`src/rtl/id_ex_stage.sv`:
```
// ID/EX pipeline register for the 64-bit ALU: alu_ctrl decode,
// EX/MEM and MEM/WB operand forwarding, load-use stall and bubble insertion.
module id_ex_stage #(
  parameter int XLEN    = 64,
  parameter int RADDR_W = 5
) (
  input  logic               clk,
  input  logic               reset,
  input  logic               id_valid,
  input  logic [XLEN-1:0]    id_pc,
  input  logic [XLEN-1:0]    id_rs1_data,
  input  logic [XLEN-1:0]    id_rs2_data,
  input  logic [XLEN-1:0]    id_imm,
  input  logic [RADDR_W-1:0] id_rs1,
  input  logic [RADDR_W-1:0] id_rs2,
  input  logic [RADDR_W-1:0] id_rd,
  input  logic [1:0]         id_alu_op,
  input  logic [2:0]         id_funct3,
  input  logic               id_funct7_b5,
  input  logic               id_alu_src,
  input  logic               id_mem_read,
  input  logic               id_mem_write,
  input  logic               id_reg_write,
  input  logic               id_mem_to_reg,
  input  logic               id_branch,
  input  logic               exmem_reg_write,
  input  logic [RADDR_W-1:0] exmem_rd,
  input  logic [XLEN-1:0]    exmem_alu_result,
  input  logic               memwb_reg_write,
  input  logic [RADDR_W-1:0] memwb_rd,
  input  logic [XLEN-1:0]    memwb_wdata,
  input  logic               flush,
  output logic               hazard_stall,
  output logic               ex_valid,
  output logic [XLEN-1:0]    ex_in1,
  output logic [XLEN-1:0]    ex_in2,
  output logic [3:0]         ex_alu_ctrl,
  output logic [XLEN-1:0]    ex_store_data,
  output logic [XLEN-1:0]    ex_pc,
  output logic [XLEN-1:0]    ex_imm,
  output logic [RADDR_W-1:0] ex_rd,
  output logic               ex_mem_read,
  output logic               ex_mem_write,
  output logic               ex_reg_write,
  output logic               ex_mem_to_reg,
  output logic               ex_branch
);

  typedef struct packed {
    logic               valid;
    logic [XLEN-1:0]    pc;
    logic [XLEN-1:0]    imm;
    logic [XLEN-1:0]    rs1_data;
    logic [XLEN-1:0]    rs2_data;
    logic [RADDR_W-1:0] rs1;
    logic [RADDR_W-1:0] rs2;
    logic [RADDR_W-1:0] rd;
    logic [3:0]         alu_ctrl;
    logic               alu_src;
    logic               mem_read;
    logic               mem_write;
    logic               reg_write;
    logic               mem_to_reg;
    logic               branch;
  } id_ex_t;

  id_ex_t     q;
  id_ex_t     d;
  logic [3:0] alu_ctrl;
  logic       uses_rs2;
  logic       bubble;
  logic [XLEN-1:0] fwd_a;
  logic [XLEN-1:0] fwd_b;

  always_comb begin
    alu_ctrl = 4'b1111;
    unique case (1'b1)
      id_alu_op == 2'b00: alu_ctrl = 4'b0010;
      id_alu_op == 2'b01: alu_ctrl = 4'b0110;
      id_alu_op[1]: begin
        case (id_funct3)
          3'b000: alu_ctrl = (!id_alu_op[0] && id_funct7_b5)
                             ? 4'b0110 : 4'b0010;
          3'b111: alu_ctrl = 4'b0000;
          3'b110: alu_ctrl = 4'b0001;
          default: alu_ctrl = 4'b1111;
        endcase
      end
    endcase
  end

  assign uses_rs2 = !id_alu_src | id_mem_write | id_branch;

  assign hazard_stall = q.valid & q.mem_read & (q.rd != '0) & id_valid
                      & ((q.rd == id_rs1) | (uses_rs2 & (q.rd == id_rs2)));

  assign bubble = flush | hazard_stall | !id_valid;

  always_comb begin
    d            = '0;
    d.pc         = id_pc;
    d.imm        = id_imm;
    d.rs1_data   = id_rs1_data;
    d.rs2_data   = id_rs2_data;
    d.rs1        = id_rs1;
    d.rs2        = id_rs2;
    d.rd         = id_rd;
    d.alu_ctrl   = alu_ctrl;
    d.alu_src    = id_alu_src;
    if (!bubble) begin
      d.valid      = 1'b1;
      d.mem_read   = id_mem_read;
      d.mem_write  = id_mem_write;
      d.reg_write  = id_reg_write;
      d.mem_to_reg = id_mem_to_reg;
      d.branch     = id_branch;
    end
  end

  always_ff @(posedge clk) begin
    if (reset) q <= '0;
    else       q <= d;
  end

  // Youngest producer wins; x0 is hard-wired zero and never forwarded.
  function automatic logic [XLEN-1:0] fwd(
    input logic [RADDR_W-1:0] src,
    input logic [XLEN-1:0]    reg_data,
    input logic               em_we,
    input logic [RADDR_W-1:0] em_rd,
    input logic [XLEN-1:0]    em_val,
    input logic               mw_we,
    input logic [RADDR_W-1:0] mw_rd,
    input logic [XLEN-1:0]    mw_val
  );
    if (em_we && em_rd != '0 && em_rd == src)      return em_val;
    else if (mw_we && mw_rd != '0 && mw_rd == src) return mw_val;
    else                                           return reg_data;
  endfunction

  assign fwd_a = fwd(q.rs1, q.rs1_data, exmem_reg_write, exmem_rd,
                     exmem_alu_result, memwb_reg_write, memwb_rd,
                     memwb_wdata);
  assign fwd_b = fwd(q.rs2, q.rs2_data, exmem_reg_write, exmem_rd,
                     exmem_alu_result, memwb_reg_write, memwb_rd,
                     memwb_wdata);

  assign ex_in1        = fwd_a;
  assign ex_in2        = q.alu_src ? q.imm : fwd_b;
  assign ex_store_data = fwd_b;
  assign ex_valid      = q.valid;
  assign ex_alu_ctrl   = q.alu_ctrl;
  assign ex_pc         = q.pc;
  assign ex_imm        = q.imm;
  assign ex_rd         = q.rd;
  assign ex_mem_read   = q.mem_read;
  assign ex_mem_write  = q.mem_write;
  assign ex_reg_write  = q.reg_write;
  assign ex_mem_to_reg = q.mem_to_reg;
  assign ex_branch     = q.branch;

endmodule

```
`config.mk`:
```
export PLATFORM = sky130hd
export DESIGN_NAME = id_ex_stage
export DESIGN_NICKNAME = d
export VERILOG_FILES = /design/src/rtl/id_ex_stage.sv
export SDC_FILE = /design/constraint.sdc
export NUM_CORES = 1
export LEC_CHECK = 0
export CAP_MARGIN = 20
export CORE_AREA = 5 5 294 296
export CTS_BUF_LIST = sky130_fd_sc_hd__clkbuf_8
export CTS_CLUSTER_DIAMETER = 50
export CTS_CLUSTER_SIZE = 8
export DETAILED_ROUTE_END_ITERATION = 16
export DIE_AREA = 0 0 299 301
export SYNTH_ARGS = -nofsm -noshare
export SYNTH_HDL_FRONTEND = slang
export SYNTH_SLANG_ARGS = --single-unit
```
`constraint.sdc`:
```
create_clock -name clk -period 2.65 [get_ports clk]
set_clock_uncertainty 0.2 [all_clocks]
set_input_delay 0.53 -clock clk [delete_from_list [all_inputs] [get_ports clk]]
set_output_delay 0.53 -clock clk [all_outputs]
set_load 0.02 [all_outputs]
```
=== Word level (Yosys, flattened, before mapping) ===
Cells that the tools add are included.

* Bits in registers: 282
* Input bits: 427
* Output and inout port bits: 336
* Word-level logic and storage cells: 59

* Eq/ne operators: 9
* Mux-type cells: 9
* Bitwise gates (word level): 10
* Reduce and logical (&&, ||, !) cells: 16

{| class="wikitable"
|+ Operators by type and width
! kind !! count
|-
| 64-bit 2-to-1 mux || 5
|-
| 5-bit == test || 6
|-
| 4-bit one-hot mux with 3 select lines || 2
|-
| 5-bit nonzero test || 3
|-
| 1-bit logical AND || 7
|-
| 3-bit == test, second input constant || 2
|-
| 1-bit bitwise AND || 5
|-
| 1-bit OR || 5
|-
| 1-bit logical NOT || 3
|-
| 3-bit logical NOT || 1
|-
| 3-bit 2-to-1 mux || 1
|-
| 2-bit by 1-bit == test with 1-bit output, second input constant || 1
|-
| 2-bit logical NOT || 1
|-
| 2-bit OR reduction || 1
|-
| 1-bit 2-to-1 mux || 1
|}

=== Logic depth before layout (Yosys ltp) ===
Gate-level depths: netlist of the first run.

* Depth after elaboration: 9
* Depth in mapped cells: 7
* Depth with buffers taken out: 5

=== Least setup slack after synthesis of the first run ===
Ideal clock, no wire load.

* Kind: input to output
* Start point: in memwb_rd[1]
* End point: out ex_in2[4]
* Data arrival time: 2,480 ps
* Required time: 1,920 ps
* Setup slack: -560 ps
* Cell stages on the path: 7
* Buffers on the path: 2
* Path through: or4_1 > o211ai_2 > buf_4 > buf_4 > o21ai_1 > a31oi_1 > mux2_2

* Cells in the longest elaborated chain, start to end: 6
* Elaborated cells on any way between the ends: 7
* Classes of those cells: eq/ne: 1; mux: 3; reduce/logical: 3

{| class="wikitable"
|+ Ends and longest elaborated chain
! what !! line !! source
|-
| start: declaration || 30 || <nowiki>input logic [RADDR_W-1:0] memwb_rd,</nowiki>
|-
| 5-bit nonzero test || 137 || <nowiki>else if (mw_we && mw_rd != '0 && mw_rd == src) return mw_val;</nowiki>
|-
| 1-bit logical AND || 137 ||
|-
| 1-bit logical AND (*) || 137 ||
|-
| 64-bit 2-to-1 mux (*) || 137 ||
|-
| 64-bit 2-to-1 mux (*) || 136 || <nowiki>if (em_we && em_rd != '0 && em_rd == src) return em_val;</nowiki>
|-
| via ex_store_data[4] || 38 || <nowiki>output logic [XLEN-1:0] ex_store_data,</nowiki>
|-
| 64-bit 2-to-1 mux (*) || 149 || <nowiki>assign ex_in2 = q.alu_src ? q.imm : fwd_b;</nowiki>
|-
| end: declaration || 36 || <nowiki>output logic [XLEN-1:0] ex_in2,</nowiki>
|}

Mark *: on every way through the listed nets, which the timed path passes. The rest lies on a longest branch.

=== Worst setup path in the final report of the first run ===
* Start point: in memwb_rd[1]
* End point: out ex_in1[12]

* Cells in the longest elaborated chain, start to end: 5
* Elaborated cells on any way between the ends: 6
* Classes of those cells: eq/ne: 1; mux: 2; reduce/logical: 3

{| class="wikitable"
|+ Ends and longest elaborated chain
! what !! line !! source
|-
| 5-bit nonzero test || 137 ||
|-
| 1-bit logical AND || 137 ||
|-
| 1-bit logical AND (*) || 137 ||
|-
| 64-bit 2-to-1 mux (*) || 137 ||
|-
| 64-bit 2-to-1 mux (*) || 136 ||
|-
| end: declaration || 35 || <nowiki>output logic [XLEN-1:0] ex_in1,</nowiki>
|}

Mark *: on every way between the ends. The rest lies on a longest branch, timed or not.

==> run_results.csv, run 1 <==
group,metric,value,unit
timing,rsz0062_at_grt,"true",
logic_synthesis,synth_area_leader_cell,"dfxtp_1",
min_path,min_path_type,"input port to register",
finish,fin_nets,2732,
run_status,status,"finished with violations",
logic_synthesis,synthMuxAreaShare,8.95,%
drt,vias,13500,
grt,grt_pass1_wl,105000,um
timing,whs,113,ps
run,cap_violations,0,
critical_path,crit_type,"input port to primary output",
clock_network,cts.path.max_buffers,3,
placement,gp_congestion,0.868,
grt,grt_overflow_total,0,
logic_synthesis,ys_types,41,
clock_network,htreeDepth,2,
logic_synthesis,synth_area_leaders,"dfxtp_1 (41%), nor2b_1 (12%), buf_4 (7.8%), a31oi_4 (7.4%), mux2i_1 (4.7%)",
clock_network,clock_latency,660,ps
clock_network,cts_root_buffer,"clkbuf_8",
placement,place_inst,3226,
logic_synthesis,syn_nets,1872,
drt,drt-initial-drc-count,377,
die,dieArea,0.0900,sq mm
drt,drc_errors,0,
logic_synthesis,synth-simple-area-share,21.1,%
placement,pre_cts_slack,-1510,ps
logic_synthesis,synth_top_family_by_area,"simple AND/OR/NAND/NOR gates",
timing,fmax,285,MHz
critical_path,end_kind,"primary output",
logic_synthesis,synthCells,1445,
logic_synthesis,avgSynthCellArea,9.55,sq um
timing,finalCritPeriodShare,133,%
die,fp.coreArea,0.0833,sq mm
placement,dp_hpwl,57100,um
finish,top_register,"q",
critical_path,critPathRequiredTime,1920,ps
critical_path,start_kind,"input port",
logic_synthesis,yosys_warnings,0,
finish,fin_area,0.0288,sq mm
finish,drive_gt1_share,42.9,%
logic_synthesis,yosys.area_share.adder,0,%
logic_synthesis,synth_edf_count,0,
drt,via_per_inst,3.93,
clock_network,clk_pin_slew,60,ps
logic_synthesis,mappedNetlistArea,0.0138,sq mm
finish,syn_to_final_growth,108,%
pwr,power.density,463,mW/mm^2
pwr,max-vdd-ir-drop,0.404,mV
timing,worst_slack,-863,ps
timing,min_period,3510,ps
die,pin_count,763,
logic_synthesis,synth-seq-area-share,40.9,%
logic_synthesis,ys_async_sr_fraction,0,%
logic_synthesis,synth_compound_gate_area_share,14.4,%
pwr,power.total,13.3,mW
critical_path,crit_slowest_cell,"or4_4",
critical_path,crit_chain,"dlygate4sd2_1 > or4_4 > or2_1 > and4_4 > buf_12 > buf_8 > buf_16 > mux2i_2 > a21oi_2 > buf_6",
drt,firstDrtPassIters,5,
grt,antenna_found_initial,15,
timing,hold_viol_final,0,
drt,wirelength,77900,um
finish,multi_input_area,0.00882,sq mm
logic_synthesis,yosys-top-cells-count,"dfxtp_1 (282), nor2b_1 (273), buf_4 (143)",
finish,register_area,0.00569,sq mm
drt,drtAntennaViolNets,0,
clock_network,tritoncts,"done",
finish,postLayoutCoreUtil,34.5,%
die,initial_core_util,16.6,%
timing,relSlewSlack,59.3,%
die,rows,106,
clock_network,clock-sinks,282,
pwr,p_leak,11.0,nW
critical_path,worstPathArrival,2780,ps
clock_network,cts_buffers,56,
logic_synthesis,synth_top_area_share,40.9,%
critical_path,cp_slowest_stage_delay,550,ps
grt,grt_usage,16.2,%
logic_synthesis,synth_xor_area_share,1.90,%
logic_synthesis,ys_ff_latch,282,
timing,setup_tns,-139470,ps
placement,port_buffers,762,
die,die_x,299,um
timing,drv_slew,0,
finish,fill_cells,8231,
critical_path,cp_max_fo,6,
finish,largest_reg_flops,139,
grt,grt_max_degree,74,
timing,tightest_slew,611,ps
finish,stdcell_count,3435,
logic_synthesis,yosysMostFrequentCell,"dfxtp_1",
clock_network,hold_buffers,0,
placement,placed_area,0.0240,sq mm
run_status,violations,"negative setup slack",
logic_synthesis,synth_ff_type,"dfxtp_1",
grt,first_global_vias,14400,
die,die_h,301,um
timing,setup_viol,192,
drt,wire_per_inst,22.7,um
==> critical path, delay by kind of cell <==
family          cells  cell delay (ps)
simple gates        3             1040
mux                 1              150
compound gates      1              210
buf+inv             5              820
==> where the power goes <==
| group | total (mW) | switching (mW) | internal (mW) |
|---|---|---|---|
| logic | 3.81 | 1.69 | 2.12 |
| registers | 4.60 | 0.129 | 4.47 |
| clock network | 4.91 | 2.19 | 2.71 |
| total | 13.3 | 4.02 | 9.30 |
==> logic make-up after synthesis <==
logic type | Yosys count
flip-flops | 282
AO/OA/AOI/OAI | 205
XOR/XNOR | 30
AND/OR/NAND/NOR | 517
multiplexers | 117
buffers and inverters | 294
==> path summary, 6_finish.rpt <==
| path | slack (ps) | cells after the start | to | startpoint |
|---|---|---|---|---|
| max | -860 | 10 | ex_in1[12] | memwb_rd[1] |
| min reg2reg | 680 | 4 | ex_valid | ex_valid |
| min | 110 | 2 | ex_pc[59] | reset |
| max reg2reg | 970 | 6 | ex_mem_to_reg | ex_rd[0] |
==> layout make-up <==
class | count | share of cell area [%]
Timing Repair Buffer | 1042 | 39.9
Multi-Input combinational cell | 869 | 30.7
Sequential cell | 282 | 19.8
Tap cell | 1080 | 4.70
Clock buffer | 64 | 3.06
Clock inverter | 34 | 1.12
Inverter | 54 | 0.705
Antenna cell | 10 | 0.0870
==> repair_timing <==
| action | 4_1_cts | 5_1_grt |
|---|---|---|
| gates resized for setup | 1200 | 288 |
| gates cloned | 17 | 4 |
| setup endpoints to repair | 194 | 193 |
| setup buffers | 68 | 26 |
| pin swaps | 54 | 55 |
==> layout by cell type, fill, tap and decap left out, types with 6 or more instances in the layout <==
cell | netlist | routed
clkinv_2 | 0 | 12
dlygate4sd2_1 | 0 | 8
and3_1 | 12 | 12
nor2b_1 | 273 | 272
o21ai_1 | 50 | 49
inv_1 | 54 | 60
or3_4 | 0 | 37
dfxtp_4 | 0 | 9
or3_1 | 52 | 15
dfxtp_1 | 282 | 267
diode_2 | 0 | 10
buf_12 | 6 | 57
nor2_1 | 92 | 24
mux2i_2 | 0 | 19
a21oi_2 | 0 | 47
o31ai_4 | 0 | 12
mux2i_1 | 65 | 12
mux2i_4 | 0 | 34
clkbuf_8 | 0 | 64
buf_16 | 0 | 19
clkinvlp_4 | 0 | 6
dfxtp_2 | 0 | 6
buf_6 | 1 | 248
nor2_2 | 0 | 22
nor3_2 | 0 | 43
nand2_1 | 14 | 14
mux2_4 | 0 | 52
nor2_4 | 0 | 46
clkdlybuf4s50_1 | 0 | 556
xnor2_1 | 24 | 13
xnor2_2 | 0 | 10
nor3_1 | 53 | 6
a21oi_4 | 0 | 17
buf_8 | 0 | 19
buf_4 | 143 | 125
a221oi_4 | 0 | 11
a31oi_4 | 48 | 52
==> metal layers <==
layer / wire, um / track usage, %
met1: 29600 / 17.9
met2: 38100 / 28.5
met5: 50 / 0
met4: 3570 / 6.87
met3: 6580 / 5.54
Note: power is estimated with default switching activity, not from simulation.
==> run 2: changes to the inputs <==
--- a/config.mk
+++ b/config.mk
@@ -8,7 +8,7 @@
 export CAP_MARGIN = 20
 export CORE_AREA = 5 5 294 296
 export CTS_BUF_LIST = sky130_fd_sc_hd__clkbuf_8
-export CTS_CLUSTER_DIAMETER = 50
+export CTS_CLUSTER_DIAMETER = 200
 export CTS_CLUSTER_SIZE = 8
 export DETAILED_ROUTE_END_ITERATION = 16
 export DIE_AREA = 0 0 299 301
==> run 2 against run 1 <==
The flow still finishes with violations (negative setup slack). Count of clock-buffer cells in the layout decreased by 23. Critical path depth unchanged. Utilization down 0.93 points. Power decreased by 12%. Clock power shrank 33%. Register-to-register slack better by 110 ps. Cell count shrank 0.99%. Critical endpoint is now ex_in2[23]. Highest routed layer unchanged.
==> run_results.csv, run 2 (synthesis gave the netlist of run 1 again) <==
group,metric,value,unit
finish,fill_cells,8314,
finish,drive_gt1_share,40.7,%
die,dieArea,0.0900,sq mm
drt,drtAntennaViolNets,0,
finish,top_register,"q",
critical_path,r2r_end,"ex_mem_to_reg",
drt,drt-initial-drc-count,426,
clock_network,cts.path.max_buffers,3,
run,cap_violations,0,
critical_path,worstPathArrival,2750,ps
finish,largest_reg_flops,139,
critical_path,r2r_slack,1080,ps
critical_path,timing.rr.start,"ex_rd[3]",
finish,syn_to_final_growth,103,%
run_status,violations,"negative setup slack",
critical_path,crit_start,"exmem_rd[4]",
finish,stdcell_count,3401,
critical_path,cp_max_fo,6,
grt,first_global_vias,14100,
placement,placed_area,0.0240,sq mm
drt,firstDrtPassIters,4,
placement,port_buffers,762,
pwr,max-vdd-ir-drop,0.346,mV
drt,via_per_inst,3.97,
critical_path,reg2reg_depth,5,
clock_network,htreeDepth,2,
placement,place_inst,3226,
finish,fin_nets,2732,
clock_network,hold_buffers,0,
timing,worst_slack,-832,ps
die,die_h,301,um
critical_path,crit_type,"input port to primary output",
clock_network,clk_pin_slew,60,ps
timing,hold_viol_final,0,
drt,wire_per_inst,23.6,um
critical_path,crit_path_end,"ex_in2[23]",
die,initial_core_util,16.6,%
timing,tightest_slew,593,ps
clock_network,cts_buffers,41,
clock_network,cts_root_buffer,"clkbuf_8",
timing,fmax,287,MHz
finish,final_common_cell,"clkdlybuf4s50_1",
placement,gp_congestion,0.868,
critical_path,start_kind,"input port",
grt,grt_max_degree,74,
grt,grt_usage,16.0,%
die,pin_count,763,
placement,dp_hpwl,57100,um
die,die_x,299,um
critical_path,end_kind,"primary output",
run_status,status,"finished with violations",
finish,final_cell_mix,"clkdlybuf4s50_1 (559), dfxtp_1 (273), nor2b_1 (272), buf_6 (237), buf_4 (136)",
timing,drv_slew,0,
timing,min_period,3480,ps
min_path,min_path_cells,2,
drt,drc_errors,0,
grt,antenna_found_initial,17,
clock_network,clock-sinks,282,
timing,relSlewSlack,60.5,%
timing,finalCritPeriodShare,131,%
min_path,min_path_type,"input port to register",
finish,register_area,0.00567,sq mm
finish,multi_input_area,0.00854,sq mm
grt,grt_pass1_wl,104000,um
critical_path,critPathRequiredTime,1920,ps
clock_network,tritoncts,"done",
timing,setup_viol,193,
die,rows,106,
clock_network,clock_latency,630,ps
die,fp.coreArea,0.0833,sq mm
drt,vias,13500,
pwr,power.density,421,mW/mm^2
pwr,p_leak,10.8,nW
timing,rsz0062_at_grt,"true",
drt,wirelength,80300,um
grt,grt_overflow_total,0,
finish,fin_area,0.0280,sq mm
-- run 2: changes by cell type in the layout (fill, tap and decap cells not counted), moves of 16 or more --
cell      before  now
mux2i_4       34   13
nor3_4         4   20
nor2_1        24   45
mux2i_1       12   36
nor2_4        46   26
clkbuf_8      64   41
-- run 2: final cells by class --
type                       instances  share of cell area, %
timing repair buffer            1057                   41.4
multi-input combinational        869                   30.5
sequential                       282                   20.2
tap                             1080                   4.83
clock buffer                      41                   2.02
inverter                          54                  0.724
clock inverter                     5                  0.174
antenna                           13                  0.116
-- run 2: timing repair --
action,CTS,global route
endpoints found under the hold margin,0,0
setup endpoints to repair,194,194
buffers inserted,60,43
resized for setup,1051,289
cloned,15,13
pin swaps,61,79
-- run 2: power by group --
group          total [mW]  internal (mW)  switching, mW
Clock                3.31           1.41           1.90
Combinational        3.87           2.13           1.74
Sequential           4.59           4.47          0.124
Total                11.8           8.01           3.76
-- run 2: critical path, stage by stage --
cell and delay, ps:
clkdlybuf4s15_1 190, or4_4 550, o211ai_4 270, or2_4 240, buf_12 180, buf_12 140
buf_12 110, a31oi_4 80, mux2_4 320, buf_6 140
-- run 2: how the worst min path moves through the flow --
stage,start,end,slack (ps)
finish,reset,ex_pc[59],140
global route,reset,ex_pc[4],120
CTS,reset,ex_pc[59],90
detailed placement,ex_valid,ex_valid,650
global placement,ex_valid,ex_valid,640
floorplan,id_funct3[2],ex_alu_ctrl[3],420
-- run 2: stage by stage --
stage	hold WS, ps	setup slack [ps]	power, mW	setup TNS (ps)	utilization, %
final	142	-832	11.8	-136300	33.6
after global routing	117	-974	12.3	-164340	33.6
after CTS	90.0	-947	11.8	-152240	31.9
after detailed placement	648	-1510	7.98	-245910	28.9
after global placement	635	-1510	7.98	-246040	28.9
after floorplan	422	-359	6.18	-39170	-
-- run 2: per-layer routing --
layer	wire (um)	vias up	global-route usage (%)
met5	52	-	0
met4	2700	8	5.86
met3	6090	140	5.26
met2	40200	601	28.3
met1	31300	6343	18.0
li1	-	6394	-
